$ cat src/rtl/mem_line_seq_if.sv
// Core-side request/response and controller word-protocol signals of the line sequencer.
interface mem_line_seq_if #(
  parameter int WORD_SIZE     = 32,
  parameter int CL_SIZE_WIDTH = 512,
  parameter int ADDR_BITCOUNT = 64
);
  logic                     req_valid;
  logic                     req_ready;
  logic                     req_we;
  logic [ADDR_BITCOUNT-1:0] req_addr;
  logic [CL_SIZE_WIDTH-1:0] req_wdata;
  logic                     rsp_valid;
  logic                     rsp_we;
  logic [CL_SIZE_WIDTH-1:0] rsp_rdata;
  logic                     rsp_err;
  logic                     busy;
  logic                     mc_ready;
  logic [1:0]               mc_op;
  logic [ADDR_BITCOUNT-1:0] mc_addr;
  logic [WORD_SIZE-1:0]     mc_wdata;
  logic [WORD_SIZE-1:0]     mc_rdata;
  logic                     mc_rd_valid;
  logic                     mc_tx_done;

  modport slave (
    input  req_valid, req_we, req_addr, req_wdata,
    input  mc_ready, mc_rdata, mc_rd_valid, mc_tx_done,
    output req_ready, rsp_valid, rsp_we, rsp_rdata, rsp_err, busy,
    output mc_op, mc_addr, mc_wdata
  );

  modport master (
    output req_valid, req_we, req_addr, req_wdata,
    output mc_ready, mc_rdata, mc_rd_valid, mc_tx_done,
    input  req_ready, rsp_valid, rsp_we, rsp_rdata, rsp_err, busy,
    input  mc_op, mc_addr, mc_wdata
  );
endinterface

$ cat src/rtl/mem_line_seq.sv
// Cache-line request sequencer: turns one 512-bit line read/write into the
// memory controller's word-serial protocol and returns a one-cycle completion.
module mem_line_seq #(
  parameter int WORD_SIZE     = 32,
  parameter int CL_SIZE_WIDTH = 512,
  parameter int ADDR_BITCOUNT = 64
) (
  input logic           clk,
  input logic           rst_n,
  mem_line_seq_if.slave bus
);
  localparam int WORDS    = CL_SIZE_WIDTH / WORD_SIZE;
  localparam int CNT_W    = $clog2(WORDS);
  localparam int OFF_BITS = $clog2(CL_SIZE_WIDTH / 8);

  typedef enum logic [2:0] {IDLE, ISSUE, WFILL, WWAIT, RWAIT, DONE} state_t;

  state_t                   state_q, state_d;
  logic                     we_q;
  logic [CL_SIZE_WIDTH-1:0] line_q;
  logic [CNT_W-1:0]         cnt_q;
  logic                     accept;
  logic                     last_word;

  assign bus.req_ready = (state_q == IDLE) && bus.mc_ready;
  assign bus.busy      = (state_q != IDLE);
  assign bus.rsp_valid = (state_q == DONE);
  assign bus.rsp_we    = we_q;
  assign accept        = bus.req_valid && bus.req_ready;
  assign last_word     = (cnt_q == CNT_W'(WORDS - 1));

  always_ff @(posedge clk or negedge rst_n) begin
    if (!rst_n) state_q <= IDLE;
    else        state_q <= state_d;
  end

  always_comb begin
    state_d = state_q;
    unique case (state_q)
      IDLE:    if (accept) state_d = ISSUE;
      ISSUE:   state_d = we_q ? WFILL : RWAIT;
      WFILL:   if (last_word) state_d = WWAIT;
      WWAIT:   if (bus.mc_tx_done) state_d = DONE;
      RWAIT:   if (bus.mc_rd_valid && bus.mc_tx_done) state_d = DONE;
      DONE:    state_d = IDLE;
      default: state_d = IDLE;
    endcase
  end

  // The write line is kept as a shift register of not-yet-sent words; word 0 is
  // loaded into mc_wdata at accept so it is already stable when WFILL starts.
  always_ff @(posedge clk or negedge rst_n) begin
    if (!rst_n) begin
      we_q          <= 1'b0;
      line_q        <= '0;
      cnt_q         <= '0;
      bus.mc_op     <= 2'b00;
      bus.mc_addr   <= '0;
      bus.mc_wdata  <= '0;
      bus.rsp_rdata <= '0;
      bus.rsp_err   <= 1'b0;
    end else begin
      unique case (state_q)
        IDLE: if (accept) begin
          we_q        <= bus.req_we;
          bus.mc_addr <= {bus.req_addr[ADDR_BITCOUNT-1:OFF_BITS], {OFF_BITS{1'b0}}};
          bus.mc_op   <= bus.req_we ? 2'b11 : 2'b01;
          if (bus.req_we) begin
            line_q       <= bus.req_wdata >> WORD_SIZE;
            bus.mc_wdata <= bus.req_wdata[WORD_SIZE-1:0];
          end
        end
        ISSUE: cnt_q <= '0;
        WFILL: if (!last_word) begin
          cnt_q        <= cnt_q + 1'b1;
          bus.mc_wdata <= line_q[WORD_SIZE-1:0];
          line_q       <= line_q >> WORD_SIZE;
        end
        WWAIT: if (bus.mc_tx_done) begin
          bus.mc_op   <= 2'b00;
          bus.rsp_err <= 1'b0;
        end
        RWAIT: if (bus.mc_rd_valid) begin
          bus.rsp_rdata[WORD_SIZE*int'(cnt_q) +: WORD_SIZE] <= bus.mc_rdata;
          if (!last_word) cnt_q <= cnt_q + 1'b1;
          if (bus.mc_tx_done) begin
            bus.mc_op   <= 2'b00;
            bus.rsp_err <= !last_word;
          end
        end
        default: ;
      endcase
    end
  end
endmodule

$ cat src/flat_wrapper.sv
// flat-port wrapper written by rule: the top's interface ports become plain ports
module mem_line_seq_flat 
#(
  parameter int WORD_SIZE     = 32,
  parameter int CL_SIZE_WIDTH = 512,
  parameter int ADDR_BITCOUNT = 64
)
  (clk, rst_n, bus_req_valid, bus_req_we, bus_req_addr, bus_req_wdata, bus_mc_ready, bus_mc_rdata, bus_mc_rd_valid, bus_mc_tx_done, bus_req_ready, bus_rsp_valid, bus_rsp_we, bus_rsp_rdata, bus_rsp_err, bus_busy, bus_mc_op, bus_mc_addr, bus_mc_wdata);
  mem_line_seq_if #(.WORD_SIZE(WORD_SIZE), .CL_SIZE_WIDTH(CL_SIZE_WIDTH), .ADDR_BITCOUNT(ADDR_BITCOUNT)) bus_i ();
  input logic clk;
  input logic rst_n;
  input wire logic [$bits(bus_i.req_valid)-1:0] bus_req_valid;
  input wire logic [$bits(bus_i.req_we)-1:0] bus_req_we;
  input wire logic [$bits(bus_i.req_addr)-1:0] bus_req_addr;
  input wire logic [$bits(bus_i.req_wdata)-1:0] bus_req_wdata;
  input wire logic [$bits(bus_i.mc_ready)-1:0] bus_mc_ready;
  input wire logic [$bits(bus_i.mc_rdata)-1:0] bus_mc_rdata;
  input wire logic [$bits(bus_i.mc_rd_valid)-1:0] bus_mc_rd_valid;
  input wire logic [$bits(bus_i.mc_tx_done)-1:0] bus_mc_tx_done;
  output wire logic [$bits(bus_i.req_ready)-1:0] bus_req_ready;
  output wire logic [$bits(bus_i.rsp_valid)-1:0] bus_rsp_valid;
  output wire logic [$bits(bus_i.rsp_we)-1:0] bus_rsp_we;
  output wire logic [$bits(bus_i.rsp_rdata)-1:0] bus_rsp_rdata;
  output wire logic [$bits(bus_i.rsp_err)-1:0] bus_rsp_err;
  output wire logic [$bits(bus_i.busy)-1:0] bus_busy;
  output wire logic [$bits(bus_i.mc_op)-1:0] bus_mc_op;
  output wire logic [$bits(bus_i.mc_addr)-1:0] bus_mc_addr;
  output wire logic [$bits(bus_i.mc_wdata)-1:0] bus_mc_wdata;
  assign bus_i.req_valid = bus_req_valid;
  assign bus_i.req_we = bus_req_we;
  assign bus_i.req_addr = bus_req_addr;
  assign bus_i.req_wdata = bus_req_wdata;
  assign bus_i.mc_ready = bus_mc_ready;
  assign bus_i.mc_rdata = bus_mc_rdata;
  assign bus_i.mc_rd_valid = bus_mc_rd_valid;
  assign bus_i.mc_tx_done = bus_mc_tx_done;
  assign bus_req_ready = bus_i.req_ready;
  assign bus_rsp_valid = bus_i.rsp_valid;
  assign bus_rsp_we = bus_i.rsp_we;
  assign bus_rsp_rdata = bus_i.rsp_rdata;
  assign bus_rsp_err = bus_i.rsp_err;
  assign bus_busy = bus_i.busy;
  assign bus_mc_op = bus_i.mc_op;
  assign bus_mc_addr = bus_i.mc_addr;
  assign bus_mc_wdata = bus_i.mc_wdata;
  mem_line_seq #(.WORD_SIZE(WORD_SIZE), .CL_SIZE_WIDTH(CL_SIZE_WIDTH), .ADDR_BITCOUNT(ADDR_BITCOUNT)) u_core (.clk(clk), .rst_n(rst_n), .bus(bus_i));
endmodule
$ cat config.mk
export PLATFORM = sky130hd
export DESIGN_NAME = mem_line_seq_flat
export DESIGN_NICKNAME = d
export VERILOG_FILES = /design/src/rtl/mem_line_seq_if.sv /design/src/rtl/mem_line_seq.sv /design/src/flat_wrapper.sv
export SDC_FILE = /design/constraint.sdc
export NUM_CORES = 2
export LEC_CHECK = 0
export ABC_AREA = 1
export CORE_AREA = 2 2 479 481
export DETAILED_ROUTE_END_ITERATION = 7
export DIE_AREA = 0 0 481 483
export GPL_TIMING_DRIVEN = 0
export SLEW_MARGIN = 30
export SYNTH_ARGS = -nofsm -noshare
export SYNTH_HDL_FRONTEND = slang
export SYNTH_SLANG_ARGS = --single-unit
$ cat constraint.sdc
create_clock -name clk -period 2.6 [get_ports clk]
set_input_delay 0.39 -clock clk [delete_from_list [all_inputs] [get_ports clk]]
set_output_delay 0.39 -clock clk [all_outputs]
set_load 0.01 [all_outputs]
==> results by stage <==
Status:
- The final reports fail on hold timing.
- The run finished, with violations left.

Run:
- The number of max-cap violations is 0.

Routing:
- The via density per instance is 4.79.
- The pre-antenna-repair detailed-routing pass consisted of 7 iterations.
- The number of design rule violations left after detail routing is 0.
- The routed layout has 52,600 vias.
- Dividing the detail-routed wire length by the instance count gives 25.4 um.
- The routed design has 279 mm of wire.
- In this run the remaining antenna-violating nets after routing total 0.
- The DRC violation total after the first TritonRoute iteration is 5,531.

Timing:
- The final hold violation count came to 234.
- Setup violations remaining at the end of the flow were counted as 0.
- The slew at the pin closest to its max-slew limit is 1.15 ns.
- Between clock sinks in the finished design, the worst skew comes to 0.0345 ns.
- The post-route fraction of the period consumed by the critical path is 1.00.
- The smallest hold slack is -0.233 ns.
- The final worst-path setup slack is 0.00106 ns.
- After routing, the total negative slack on setup checks comes to 0 ns.
- Derived from the worst setup path, the maximum achievable clock frequency is 385 MHz.
- The number of max-slew violations in the final report was 0.
- Setup repair after global routing could not meet its margin everywhere.
- In this run the tightest slew margin relative to its limit is 0.232.
- The worst path in the final design needs a cycle of 2.60 ns, including I/O delays and setup.

Critical path:
- The critical path start-end classification is flop to flop.
- The peak fanout along the critical path is 10.
- The destination of the worst register-to-register timing path is u_core.bus.rsp_rdata[411]$_DFFE_PN0P_.
- The worst setup path is captured at a flop.
- At the worst endpoint, the required time is 3.30 ns.
- The critical path goes through clkinvlp_4, buf_12, buf_8, buf_12, ha_4, nand2_4, nand2_1, nor2_4, buf_6, nand4_4, buf_12, clkbuf_2, o21ai_0.
- Together, buffers and inverters on the worst path number 7.
- The delay contributed by the slowest stage of the critical path is 0.41 ns.
- The internal reg-to-reg setup slack is 0.001 ns.
- STA classifies the critical path startpoint as a flop.
- The slowest cell on the critical path is sky130_fd_sc_hd__dfrtp_1.
- The most frequent cell on the critical path is sky130_fd_sc_hd__buf_12.
- The critical path arrival is 3.30 ns.
- Grouping stages by cell kind, the critical path spends the most delay in buffers and inverters.
- The path depth of the worst reg2reg path is 13.
- The beginning of the worst register-to-register path is u_core.cnt_q[0]$_DFFE_PN0P_.

Clock network:
- The number of H-tree branching levels is 4.
- The root buffer cell chosen for the clock tree is sky130_fd_sc_hd__clkbuf_16.
- Counting the buffers created by CTS gives 134.
- The clock insertion delay at the later pin of the skew report is 0.82 ns.
- The tree built by TritonCTS fans out to 1,093 sinks.
- TritonCTS built the clock tree.
- The clock passes through at most 3 buffers.
- Buffers inserted to repair hold after CTS numbered 4.
- The clock slew at the register clock pins of the worst setup and hold paths is 0.06 ns.

Place:
- Routability-driven placement finished with a final weighted congestion of 1.01.
- Prior to clock tree synthesis, the placed netlist has a worst setup slack of -2.07 ns.
- The count of input and output buffers is 1,217.
- Summed over all nets, the half-perimeter wirelength after detailed placement is 222 mm.

Finish:
- The area growth from synthesis to layout is 48.9%.
- The ratio of cells with drive above 1 in the final layout is 0.119.
- The library cells used most frequently in the layout, excluding fill and tap cells, are sky130_fd_sc_hd__nand2_1, sky130_fd_sc_hd__clkdlybuf4s50_1, sky130_fd_sc_hd__o21ai_0, sky130_fd_sc_hd__dfrtp_1, sky130_fd_sc_hd__inv_1.
- After the last flow step, the layout net total stands at 8,443.
- Leaving out fill and tap cells, the most frequent cell in the layout is sky130_fd_sc_hd__nand2_1.

Die:
- In this run the vertical extent of the chip is 483 um.
- In this run the horizontal extent of the chip is 481 um.
- The initial utilization of the core area, before any placement, comes to 0.221.
- The area of the core region is 227,000 um2.
- The I/O pin count is 1,230.
- The full die area is 232,000 um2.
- The number of core rows is 175.

Global routing:
- The number of global-route vias before repair is 51,100.
- The initial antenna violation count came to 53.
- The pin count of the biggest net entering global routing is 130.
- Global routing finished with a remaining overflow of 0.
- The global-route wire length before repair is 383 mm.
- The overall track demand over capacity in global routing is 0.230.

Synth:
- After synthesis, the mean cell area works out to 7.85 um2.
- The synthesized instance count is 6,377.
- Yosys printed 0 warnings.
- For this run, the register share of the synthesized area comes to 0.547.
- The cell area that synthesis handed to floorplanning was 50,000 um2.
- The number of distinct standard cells referenced by the synthesized netlist is 31.
- The number of synthesized register bits is 1,093.

Pwr:
- Summing internal, switching and leakage power gives 72.4 mW.
- The portion of total power attributed to the clock network is 0.280.
- The switching power summed over all nets is 29.7 mW.
- The maximum vdd ir drop is 0.663 mV.
- In this run the power density over the cells is 972 nW/um2.
- The switching share of total power is 0.410.
- Summed over all cells, the static leakage comes to 33.6 nW.
- The internal cell power is 42.7 mW.
- The part of the total power dissipated in sequential elements is 0.321.
- The part of the total power dissipated in combinational logic is 0.399.

Hold path:
- The worst hold path belongs to the class input pin to async pin.
==> stage by stage <==
step                      area (um2)  utilization  std cells  hold WS (ns)
after floorplan                50100            -       6382        0.0944
after global placement         66000        0.291      10600         0.461
after detailed placement       66300        0.292      10600         0.301
after CTS                      73200        0.323      10900        -0.231
after global routing           74500        0.328      11000        -0.185
final                          74500        0.329      11000        -0.233
==> repair_timing <==
action	CTS	global route
pin swaps	29	37
buffers inserted	42	29
setup endpoints to repair	1038	868
cloned	0	9
gates resized for setup	516	364
hold endpoints to repair	293	234
==> logic make-up after synthesis <==
| kind of cell | Yosys count | synth area share |
|---|---|---|
| AO/OA/AOI/OAI | 1241 | 0.124 |
| XOR/XNOR | 3 | 0.000675 |
| adder cells (fa/ha/maj) | 3 | 0.000750 |
| buffers and inverters | 968 | 0.0783 |
| flip-flops | 1093 | 0.547 |
| other | 1 | 0.0000749 |
| AND/OR/NAND/NOR | 3068 | 0.249 |
==> routing by layer <==
layer	wire length, um	GRT usage
met5	422	0.00373
met4	13500	0.107
met3	35800	0.0883
met2	118000	0.339
met1	111000	0.295
==> Yosys cell counts <==
master	number	share of area
sky130_fd_sc_hd__nor2_4	4	0.00090
sky130_fd_sc_hd__o21bai_1	1	0.00015
sky130_fd_sc_hd__nor2_1	214	0.016
sky130_fd_sc_hd__inv_2	6	0.00045
sky130_fd_sc_hd__nand2_2	6	0.00075
sky130_fd_sc_hd__inv_1	475	0.036
sky130_fd_sc_hd__or2_2	6	0.00075
sky130_fd_sc_hd__o22ai_1	2	0.00025
sky130_fd_sc_hd__nand3_2	2	0.00040
sky130_fd_sc_hd__nand3_1	356	0.036
sky130_fd_sc_hd__xnor2_1	1	0.00018
sky130_fd_sc_hd__conb_1	1	0.000075
sky130_fd_sc_hd__buf_1	22	0.0017
sky130_fd_sc_hd__clkbuf_1	318	0.024
sky130_fd_sc_hd__a21oi_1	5	0.00050
sky130_fd_sc_hd__nor2_2	3	0.00038
sky130_fd_sc_hd__nand4_2	5	0.0013
sky130_fd_sc_hd__xor2_2	1	0.00033
sky130_fd_sc_hd__buf_2	117	0.012
sky130_fd_sc_hd__xor2_1	1	0.00018
sky130_fd_sc_hd__clkinv_1	3	0.00023
sky130_fd_sc_hd__nor3_1	197	0.020
sky130_fd_sc_hd__nand4_1	57	0.0071
sky130_fd_sc_hd__ha_1	3	0.00075
sky130_fd_sc_hd__o21ai_0	1145	0.11
sky130_fd_sc_hd__dfrtp_1	1093	0.55
sky130_fd_sc_hd__nand2_1	2218	0.17
sky130_fd_sc_hd__buf_4	17	0.0026
sky130_fd_sc_hd__o211ai_1	1	0.00015
sky130_fd_sc_hd__buf_6	10	0.0023
sky130_fd_sc_hd__o21ai_1	87	0.0087
==> power by group through the flow <==
stage,Combinational (mW),Clock [mW],Sequential (mW)
CTS,27.2,20.5,23.3
detailed placement,25.3,0,23.5
floorplan,13.0,0,23.6
global placement,24.7,0,23.7
global route,31.3,21.2,23.7
finish,28.9,20.3,23.3
==> tightest hold or removal path, stage by stage <==
cell,delay (ns)
sky130_fd_sc_hd__buf_16,0.08
sky130_fd_sc_hd__buf_16,0.13
sky130_fd_sc_hd__buf_16,0.41
==> final cells by class <==
type,count,area [um2]
Fill cell,23800,152000
Sequential cell,1093,27400
Multi-Input combinational cell,4322,20300
Timing Repair Buffer,1309,13400
Clock buffer,188,4040
Tap cell,3009,3760
Buffer,480,3050
Inverter,484,1860
Clock inverter,54,668
Antenna cell,31,77.6
Timing Repair inverter,1,11.3
==> sequential cells by signal, summed over array words and instances (netlist names) <==
signal and count:
u_core.bus.rsp_we 1, u_core.bus.mc_op 2, u_core.bus.rsp_rdata 512, u_core.bus.mc_wdata 32, u_core.bus.mc_addr 58, u_core.bus.rsp_err 1
u_core.state_q 3, u_core.cnt_q 4, u_core.line_q 480
==> worst max path at each step <==
stage | start | to | cells past startpoint
floorplan | u_core.cnt_q[0]$_DFFE_PN0P_ | u_core.bus.rsp_rdata[96]$_DFFE_PN0P_ | 11
global placement | rst_n | u_core.bus.rsp_rdata[109]$_DFFE_PN0P_ | 1
detailed placement | u_core.cnt_q[0]$_DFFE_PN0P_ | u_core.bus.rsp_rdata[47]$_DFFE_PN0P_ | 11
CTS | u_core.cnt_q[0]$_DFFE_PN0P_ | u_core.bus.rsp_rdata[286]$_DFFE_PN0P_ | 12
global route | u_core.cnt_q[0]$_DFFE_PN0P_ | u_core.bus.rsp_rdata[40]$_DFFE_PN0P_ | 11
finish | u_core.cnt_q[0]$_DFFE_PN0P_ | u_core.bus.rsp_rdata[411]$_DFFE_PN0P_ | 13
Note: power is estimated with default switching activity, not from simulation.
